`src/rtl/axi_arb_pkg.sv`:
```
// Shared encodings and defaults for the IF/MEM request arbiter.
package axi_arb_pkg;

  typedef enum logic [1:0] {
    ST_IDLE  = 2'd0,
    ST_ISSUE = 2'd1,
    ST_WAIT  = 2'd2
  } arb_state_t;

  typedef enum logic [1:0] {
    OWN_NONE = 2'd0,
    OWN_IF   = 2'd1,
    OWN_MEM  = 2'd2
  } arb_owner_t;

  // Consecutive MEM grants tolerated while IF waits before IF is forced through.
  localparam int unsigned MEM_STREAK_MAX_DEF = 4;
  // Width of the saturating MEM streak counter.
  localparam int unsigned STREAK_W = 3;

endpackage

```
`src/rtl/arb_req_slot.sv`:
```
// One pending-request slot: a pend flag plus the fields captured with the start pulse.
module arb_req_slot (
  input  logic        clk,
  input  logic        resetn,
  input  logic        capture,
  input  logic        clear,
  input  logic        flush,
  input  logic        req_we,
  input  logic [31:0] req_addr,
  input  logic [31:0] req_wdata,
  input  logic [3:0]  req_wstrb,
  output logic        pend,
  output logic        slot_we,
  output logic [31:0] slot_addr,
  output logic [31:0] slot_wdata,
  output logic [3:0]  slot_wstrb
);

  // Pend flag: a fresh capture wins over a flush in the same cycle, since the
  // flush only targets requests that were already waiting.
  always_ff @(posedge clk) begin
    if (!resetn) begin
      pend <= 1'b0;
    end else if (capture) begin
      pend <= 1'b1;
    end else if (clear || flush) begin
      pend <= 1'b0;
    end
  end

  // Captured fields are only meaningful while pend is set, so they carry no reset.
  always_ff @(posedge clk) begin
    if (capture) begin
      slot_we    <= req_we;
      slot_addr  <= req_addr;
      slot_wdata <= req_wdata;
      slot_wstrb <= req_wstrb;
    end
  end

endmodule

```
`src/rtl/axi_req_arbiter.sv`:
```
// Shares one AXI user-level master between instruction fetch (IF) and data
// memory (MEM). MEM has priority; IF is forced through after a streak of MEM grants.
module axi_req_arbiter
  import axi_arb_pkg::*;
#(
  parameter int unsigned MEM_STREAK_MAX = MEM_STREAK_MAX_DEF
) (
  input  logic        clk,
  input  logic        resetn,
  input  logic        if_start,
  input  logic [31:0] if_addr,
  input  logic        if_flush,
  output logic        if_busy,
  output logic        if_done,
  output logic [31:0] if_rdata,
  input  logic        mem_start,
  input  logic        mem_we,
  input  logic [31:0] mem_addr,
  input  logic [31:0] mem_wdata,
  input  logic [3:0]  mem_wstrb,
  output logic        mem_busy,
  output logic        mem_done,
  output logic [31:0] mem_rdata,
  output logic        m_start,
  output logic        m_we,
  output logic [31:0] m_addr,
  output logic [31:0] m_wdata,
  output logic [3:0]  m_wstrb,
  input  logic        m_done,
  input  logic [31:0] m_rdata,
  input  logic        m_busy
);

  localparam logic [STREAK_W-1:0] STREAK_LIMIT = STREAK_W'(MEM_STREAK_MAX);

  arb_state_t          state;
  arb_state_t          state_nxt;
  arb_owner_t          owner;
  logic                discard;
  logic [STREAK_W-1:0] streak;

  logic        pend_if;
  logic        pend_mem;
  logic        slot_if_we;
  logic [31:0] slot_if_addr;
  logic [31:0] slot_if_wdata;
  logic [3:0]  slot_if_wstrb;
  logic        slot_mem_we;
  logic [31:0] slot_mem_addr;
  logic [31:0] slot_mem_wdata;
  logic [3:0]  slot_mem_wstrb;

  logic if_accept;
  logic mem_accept;
  logic pend_if_live;
  logic pick_if;
  logic grant_if;
  logic grant_mem;
  logic done_evt;
  logic done_if;
  logic done_mem;

  assign if_busy      = pend_if | (owner == OWN_IF);
  assign mem_busy     = pend_mem | (owner == OWN_MEM);
  assign if_accept    = if_start & ~if_busy;
  assign mem_accept   = mem_start & ~mem_busy;
  // A flush arriving in the grant cycle must keep the stale fetch off the bus.
  assign pend_if_live = pend_if & ~if_flush;
  assign pick_if      = pend_if_live & (~pend_mem | (streak == STREAK_LIMIT));
  assign m_start      = (state == ST_ISSUE);
  assign done_evt     = (state == ST_WAIT) & m_done;
  assign done_if      = done_evt & (owner == OWN_IF) & ~discard;
  assign done_mem     = done_evt & (owner == OWN_MEM);

  arb_req_slot u_slot_if (
    .clk        (clk),
    .resetn     (resetn),
    .capture    (if_accept),
    .clear      (grant_if),
    .flush      (if_flush),
    .req_we     (1'b0),
    .req_addr   (if_addr),
    .req_wdata  (32'h0),
    .req_wstrb  (4'h0),
    .pend       (pend_if),
    .slot_we    (slot_if_we),
    .slot_addr  (slot_if_addr),
    .slot_wdata (slot_if_wdata),
    .slot_wstrb (slot_if_wstrb)
  );

  arb_req_slot u_slot_mem (
    .clk        (clk),
    .resetn     (resetn),
    .capture    (mem_accept),
    .clear      (grant_mem),
    .flush      (1'b0),
    .req_we     (mem_we),
    .req_addr   (mem_addr),
    .req_wdata  (mem_wdata),
    .req_wstrb  (mem_wstrb),
    .pend       (pend_mem),
    .slot_we    (slot_mem_we),
    .slot_addr  (slot_mem_addr),
    .slot_wdata (slot_mem_wdata),
    .slot_wstrb (slot_mem_wstrb)
  );

  // State register for the IDLE/ISSUE/WAIT sequencer.
  always_ff @(posedge clk) begin
    if (!resetn) begin
      state <= ST_IDLE;
    end else begin
      state <= state_nxt;
    end
  end

  // Next state and grant decision; a grant is only taken in IDLE with the master free.
  always_comb begin
    state_nxt = state;
    grant_if  = 1'b0;
    grant_mem = 1'b0;
    case (state)
      ST_IDLE: begin
        if ((pend_if_live | pend_mem) & ~m_busy) begin
          grant_if  = pick_if;
          grant_mem = ~pick_if;
          state_nxt = ST_ISSUE;
        end
      end
      ST_ISSUE: state_nxt = ST_WAIT;
      ST_WAIT: begin
        if (m_done) begin
          state_nxt = ST_IDLE;
        end
      end
      default: state_nxt = ST_IDLE;
    endcase
  end

  // Ownership of the in-flight transaction and the discard mark for flushed fetches.
  always_ff @(posedge clk) begin
    if (!resetn) begin
      owner   <= OWN_NONE;
      discard <= 1'b0;
    end else begin
      if (grant_if) begin
        owner <= OWN_IF;
      end else if (grant_mem) begin
        owner <= OWN_MEM;
      end else if (done_evt) begin
        owner <= OWN_NONE;
      end
      if (done_evt) begin
        discard <= 1'b0;
      end else if (if_flush && (owner == OWN_IF)) begin
        discard <= 1'b1;
      end
    end
  end

  // Saturating count of MEM grants taken while IF was left waiting.
  always_ff @(posedge clk) begin
    if (!resetn) begin
      streak <= '0;
    end else if (grant_if || !pend_if) begin
      streak <= '0;
    end else if (grant_mem && (streak != '1)) begin
      streak <= streak + 1'b1;
    end
  end

  // Transaction fields are loaded at grant and held until the next grant.
  always_ff @(posedge clk) begin
    if (!resetn) begin
      m_we    <= 1'b0;
      m_addr  <= '0;
      m_wdata <= '0;
      m_wstrb <= '0;
    end else if (grant_if) begin
      m_we    <= slot_if_we;
      m_addr  <= slot_if_addr;
      m_wdata <= slot_if_wdata;
      m_wstrb <= slot_if_wstrb;
    end else if (grant_mem) begin
      m_we    <= slot_mem_we;
      m_addr  <= slot_mem_addr;
      m_wdata <= slot_mem_wdata;
      m_wstrb <= slot_mem_wstrb;
    end
  end

  // Completion routing: done pulse and read data go only to the owner.
  always_ff @(posedge clk) begin
    if (!resetn) begin
      if_done   <= 1'b0;
      mem_done  <= 1'b0;
      if_rdata  <= '0;
      mem_rdata <= '0;
    end else begin
      if_done  <= done_if;
      mem_done <= done_mem;
      if (done_if) begin
        if_rdata <= m_rdata;
      end
      if (done_mem) begin
        mem_rdata <= m_rdata;
      end
    end
  end

endmodule

```
`config.mk`:
```
export PLATFORM = sky130hd
export DESIGN_NAME = axi_req_arbiter
export DESIGN_NICKNAME = d
export VERILOG_FILES = /design/src/rtl/axi_arb_pkg.sv /design/src/rtl/arb_req_slot.sv /design/src/rtl/axi_req_arbiter.sv
export SDC_FILE = /design/constraint.sdc
export NUM_CORES = 1
export LEC_CHECK = 0
export BUFFER_PORTS_ARGS = -buffer_cell sky130_fd_sc_hd__buf_2
export CORE_MARGIN = 5
export CORE_UTILIZATION = 46
export CTS_CLUSTER_DIAMETER = 100
export DETAILED_ROUTE_END_ITERATION = 8
export PLACE_DENSITY = 0.87
export SYNTH_ARGS = -nofsm -noshare
export SYNTH_HDL_FRONTEND = slang
export SYNTH_SLANG_ARGS = --single-unit
```
`constraint.sdc`:
```
create_clock -name clk -period 3.7 [get_ports clk]
set_clock_uncertainty 0.1 [all_clocks]
set_input_delay 0.555 -clock clk [delete_from_list [all_inputs] [get_ports clk]]
set_output_delay 0.555 -clock clk [all_outputs]
set_load 0.05 [all_outputs]
```
[After elaboration in Yosys (flattened, before gate mapping)]
Index checks and enable logic that the tools add are counted.
Storage, ports and cells
  flip-flop bits (word level): 246
  input port bits: 140
  output and inout bits: 138
  word-level logic and storage cells: 87
Operators by class
  add/subtract/negate cells: 1
  eq/ne operators: 8
  muxes and demuxes: 22
  bitwise gates (word level): 21
  reductions and logical operators: 15
Operators by type and width (number)
  32-bit 2-to-1 mux: 4
  1-bit 2-to-1 mux: 11
  1-bit bitwise AND: 9
  2-bit 2-to-1 mux: 4
  4-bit 2-to-1 mux: 2
  1-bit NOT: 8
  2-bit nonzero test: 4
  2-bit case mux with 3 select lines: 1
  2-bit OR reduction: 3
  2-bit by 1-bit == test with 1-bit output (second input constant): 2
  2-bit == test (second input constant): 2
  2-bit inequality test (second input constant): 2
  1-bit OR: 4
  3-bit by 1-bit adder with 3-bit output (second input constant): 1
  3-bit == test (second input constant): 1
  3-bit inequality test (second input constant): 1
  3-bit nonzero test: 1
  1-bit logical AND: 2
  2-bit zero test: 1
  1-bit logical OR: 2
  2-bit AND reduction: 1
  1-bit zero test: 1

[Depth between registers and ports, before layout]
  depth after elaboration: 9
  depth in mapped cells: 8
  depth with buffers taken out: 6

[By module]
Synthesis repeated with hierarchy kept, for this count alone.
Unflattened totals
  cell total of the unflattened synthesis: 871
  area, all modules: 10034.6 sq um
By module, submodules not included
  axi_req_arbiter: instances 1, cells each 727, area an instance 5810.6 sq um, sequential area each 2862.7 sq um
  arb_req_slot: instances 2, cells each 72, area an instance 2112.0 sq um, sequential area each 2092.0 sq um

[Worst setup path before layout]
Ideal clock, no wire load.
  path type: register to register
  start: register owner[0]
  end: register u_slot_mem.slot_addr[0] (enable)
  setup time: 0.498 ns
  data arrival time: 3.753 ns
  required time: 3.102 ns
  setup slack: -0.651 ns
  stages on the path, launching flop included: 4
  buffers on the path: 0
  clock period less this slack: 4.351 ns
  cell sequence: dfxtp_1 -> inv_1 -> a21o_1 -> nor2_1
Between the ends
  cells in the longest elaborated chain, start to end: 4
Ends and longest elaborated chain
  from (decl): line axi_req_arbiter.sv:38  | arb_owner_t owner;
  from (signal assigned): line axi_req_arbiter.sv:144  | owner <= OWN_NONE;
  from (signal assigned): line axi_req_arbiter.sv:148  | owner <= OWN_IF;
  from (signal assigned): line axi_req_arbiter.sv:150  | owner <= OWN_MEM;
  2-bit == test: line axi_req_arbiter.sv:64  | assign mem_busy = pend_mem | (owner == OWN_MEM);
  1-bit OR: line axi_req_arbiter.sv:64
  via mem_busy: line axi_req_arbiter.sv:21  | output logic mem_busy,
  1-bit NOT: line axi_req_arbiter.sv:66  | assign mem_accept = mem_start & ~mem_busy;
  1-bit bitwise AND: line axi_req_arbiter.sv:66
  via mem_accept: line axi_req_arbiter.sv:54  | logic mem_accept;
  to (signal assigned): line arb_req_slot.sv:35  | slot_addr <= req_addr;
  to (decl): line arb_req_slot.sv:14  | output logic [31:0] slot_addr,
The timed path passes the listed nets, and every way through them passes these cells.
A chain may end at the register's enable or synchronous reset.

[Worst setup path in the final report]
  start: register streak[0]
  end: register streak[1]
Between the ends
  cells in the longest elaborated chain, start to end: 7
  elaborated cells on any way between the ends: 13
  those cells by class: 1 x add/sub; 2 x eq/ne; 4 x mux; 3 x bitwise; 3 x reduce/logical
Ends and longest elaborated chain
  from (decl): line axi_req_arbiter.sv:40  | logic [STREAK_W-1:0] streak;
  from (signal assigned): line axi_req_arbiter.sv:169  | streak <= streak + 1'b1;
  3-bit == test: line axi_req_arbiter.sv:69  | assign pick_if = pend_if_live & (~pend_mem | (streak == STREAK_LIMIT));
  1-bit OR: line axi_req_arbiter.sv:69
  1-bit bitwise AND: line axi_req_arbiter.sv:69
  1-bit 2-to-1 mux / 1-bit NOT (equally long branches): line axi_req_arbiter.sv:125, axi_req_arbiter.sv:127
  1-bit 2-to-1 mux (on tied branches): line axi_req_arbiter.sv:123, axi_req_arbiter.sv:125
  1-bit logical OR / 1-bit 2-to-1 mux (equally long branches): line axi_req_arbiter.sv:166, axi_req_arbiter.sv:123
  2-bit OR reduction (no line) / 1-bit logical AND (equally long branches)
Several ways; a longest one is shown, not always the timed one.

==> qor_table.md <==
| Result | Reported | Unit |
|:---|:---|:---|
| DP Wirelength | 14.7 | mm |
| Final net count | 1166 | - |
| Vias in the first global route | 6626 | - |
| Time the final worst path needs with I/O delays and setup | 2.24 | ns |
| Clock Power Share | 40.3 | % |
| Areal power density over the cells | 553 | nW/um2 |
| Port-buffer cells | 277 | - |
| I/O pin count | 278 | - |
| Die Width | 148 | um |
| Switching power | 1.52 | mW |
| Starting DRC count in detailed routing | 348 | - |
| Worst path setup slack after routing | 1.46 | ns |
| Biggest cell delay along the critical path | 0.77 | ns |
| Number of max-cap violations | 0 | - |
| Final GP Congestion | 0.762 | - |
| Cts repair resizes | 0 | - |
| Hold Worst Slack | 0.120 | ns |
| Fraction of final layout cells with drive strength greater than 1 | 32.9 | % |
| Register bit total from synthesis | 246 | - |
| Critical-path cell with the highest stage delay | nand2b_2 | - |
| Register share of total power | 49.4 | % |
| Synth Net Count | 900 | - |
| Core region area | 18800 | um2 |
| Combined area of all synthesized cells | 8790 | um2 |
| DIE AREA | 22000 | um2 |
| Most used cells in the layout excluding fill and tap cells | buf_2, nand2_1, dfxtp_1, a21boi_1, edfxtp_1 | - |
| Clock-pin slew of the registers on the worst-case setup and hold paths | 0.06 | ns |
| Crit Path Max Fanout | 44 | - |
| Cell at the root of the clock tree | clkbuf_16 | - |
| Clock network latency to the later pin of the worst-skew pair | 0.51 | ns |
| Area growth from synthesis to final layout | 27.5 | % |
| Unique cell type count in the Yosys netlist | 34 | - |
| Setup TNS | 0 | ns |
| Clock net sink count | 246 | - |
| First-pass detailed-route iteration total | 5 | - |
| ANT nets after route | 0 | - |
| Largest net degree at the start of global routing | 66 | - |
| CP endpoint kind | flip-flop | - |
| Crit path DAT | 2.57 | ns |
| Total CTS buffers | 26 | - |
| Total DRC errors in the routed layout | 0 | - |
| Power, Total | 6.20 | mW |
| Antenna violations before repair | 1 | - |
| Number of H-tree levels | 1 | - |
| Data required time at the worst endpoint | 4.04 | ns |
| Combinational share of power | 10.4 | % |
| Initial standard-cell utilization of the core | 46.8 | % |
| Share of total power consumed by net switching | 24.6 | % |
| CTS tree | done | - |
| Maximum VDD drop | 421 | uV |
| Crit Path Category | flip-flop to flip-flop | - |
| Unrepaired setup endpoints after global routing | false | - |
| Syn. warnings | 0 | - |
| Post-synthesis area per instance | 11.6 | um2 |
| Number of buffers inserted by hold repair at cts | 0 | - |
| Postcts setup bufs | 0 | - |
| Category of cells accounting for the largest share of critical-path delay | simple AND/OR/NAND/NOR gates | - |
| Hold crit path type | input pin to flip-flop | - |
| Maximum count of clock buffers along a single path | 3 | - |
| Leakage power | 4.62 | nW |
| Number of instances in the synthesized netlist | 757 | - |
| Final Max Slew Viols | 0 | - |
| Total number of placement rows | 50 | - |
| Vias | 6559 | - |
| Total overflow reported by the global router | 0 | - |
| Most common cell after layout, fill and taps aside | buf_2 | - |
| Antenna diode instance count | 0 | - |
| Series of cell instances along the critical path | inv_1 -> ha_1 -> a21boi_2 -> nand2b_2 -> nand4b_1 -> a31oi_1 | - |
| Die boundary height | 148 | um |
| Startpoint class of the critical path | flip-flop | - |
| Final Hold Fails | 0 | - |
| Via/cell ratio | 5.14 | - |
| Post-detailed-route wirelength per cell | 16.7 | um |
| Highest clock frequency the design can meet | 447 | MHz |
| Pre-CTS setup slack | 1.22 | ns |
| Total of endpoints with negative setup slack in the final report | 0 | - |
| Share of the cycle needed by the critical path after routing | 60.5 | % |
| Sequential area share after synthesis | 67.5 | % |
| Drt total wl | 21.3 | mm |
| Relative slew margins | 37.7 | % |
| Outcome | complete, no violations | - |
| Wire length of the first global-routing pass | 33.7 | mm |
| Crit path buf inv count | 1 | - |
| Internal power of the cells | 4.67 | mW |
| Global-route usage over all layers | 18.7 | % |
| Transition at the pin with the smallest max-transition slack | 0.935 | ns |
==> logic make-up after synthesis <==
group | synth area share, %
compound gates | 13.4
fa+ha+maj | 0.427
simple gates | 11.9
buf+inv | 3.12
mux | 3.64
flops | 67.5
==> path summary, 6_finish.rpt <==
| path | from | endpoint | slack (ns) | cells after the start |
|---|---|---|---|---|
| setup / recovery | streak[0] | streak[1] | 1.46 | 6 |
| hold / removal | mem_wdata[26] | u_slot_mem.slot_wdata[26] | 0.12 | 1 |
| setup reg to reg | streak[0] | streak[1] | 1.46 | 6 |
| hold reg to reg | m_wdata[20] | m_wdata[20] | 0.35 | 2 |
==> worst reg2reg max path, stage by stage, from the launching register on <==
cell	delay, ns
dfxtp_1	0.39
inv_1	0.06
ha_1	0.21
a21boi_2	0.23
nand2b_2	0.77
nand4b_1	0.19
a31oi_1	0.21
==> metrics by stage <==
step | utilization [%] | cell area [um2] | std cells
3_5_place_dp | 55.3 | 10400 | 1229
2_1_floorplan | - | 8790 | 757
4_1_cts | 59.7 | 11200 | 1277
6_report | 59.7 | 11200 | 1277
5_1_grt | 59.7 | 11200 | 1277
3_3_place_gp | 55.3 | 10400 | 1229
==> cell type report <==
cell class,instances,area (um2)
Fill cell,1499,7560
Sequential cell,246,5940
Tap cell,234,293
Multi-Input combinational cell,453,2630
Clock inverter,15,124
Inverter,4,15.0
Clock buffer,33,708
Timing Repair Buffer,292,1500
==> Yosys cell counts <==
cell type / count / area, um2
nand2_1: 172 / 646
dfxtp_1: 145 / 2900
a21boi_1: 102 / 766
edfxtp_1: 101 / 3030
nand3_1: 42 / 210
a21oi_1: 33 / 165
o21ai_0: 33 / 165
mux2i_1: 32 / 320
clkbuf_1: 26 / 97.6
buf_2: 24 / 120
inv_1: 4 / 15.0
a31oi_1: 3 / 18.8
and2_1: 3 / 18.8
buf_6: 3 / 33.8
ha_1: 3 / 37.5
nand2b_1: 3 / 18.8
nor2_1: 3 / 11.3
nor2b_1: 3 / 18.8
o21a_1: 3 / 22.5
a21boi_0: 2 / 15.0
nand4b_1: 2 / 17.5
nor3_2: 2 / 20.0
nor3b_1: 2 / 15.0
a21boi_2: 1 / 11.3
a21o_1: 1 / 7.51
and2b_4: 1 / 10.0
buf_4: 1 / 7.51
nand3b_1: 1 / 7.51
nand3b_4: 1 / 20.0
nor3_1: 1 / 5.00
nor3b_2: 1 / 12.5
o21ai_2: 1 / 8.76
or3_1: 1 / 6.26
or4_1: 1 / 7.51
==> registers in the layout (all words and copies together), names as in the netlist, 2 cells and up <==
name and flops:
if_rdata 32, m_addr 32, m_wdata 32, m_wstrb 4, mem_rdata 32, owner 2, state 2, streak 3
u_slot_if.slot_addr 32, u_slot_mem.slot_addr 32, u_slot_mem.slot_wdata 32, u_slot_mem.slot_wstrb 4
==> power by group through the flow <==
| stage | Sequential (mW) | Clock, mW | Combinational, mW |
|---|---|---|---|
| final | 3.06 | 2.49 | 0.641 |
| after global routing | 3.07 | 2.68 | 0.690 |
| after CTS | 3.06 | 2.55 | 0.648 |
| after detailed placement | 3.11 | 0 | 0.647 |
| after global placement | 3.11 | 0 | 0.633 |
| after floorplan | 3.30 | 0 | 0.234 |
==> layer usage <==
metal	track usage (%)	up-vias	part of all wire, %
met4	5.64	2	2.9
li1	-	3157	-
met3	4.36	44	7.8
met2	33.9	285	51
met5	0	-	0.052
met1	22.0	3071	39
Power figures use the tool's default switching activity.
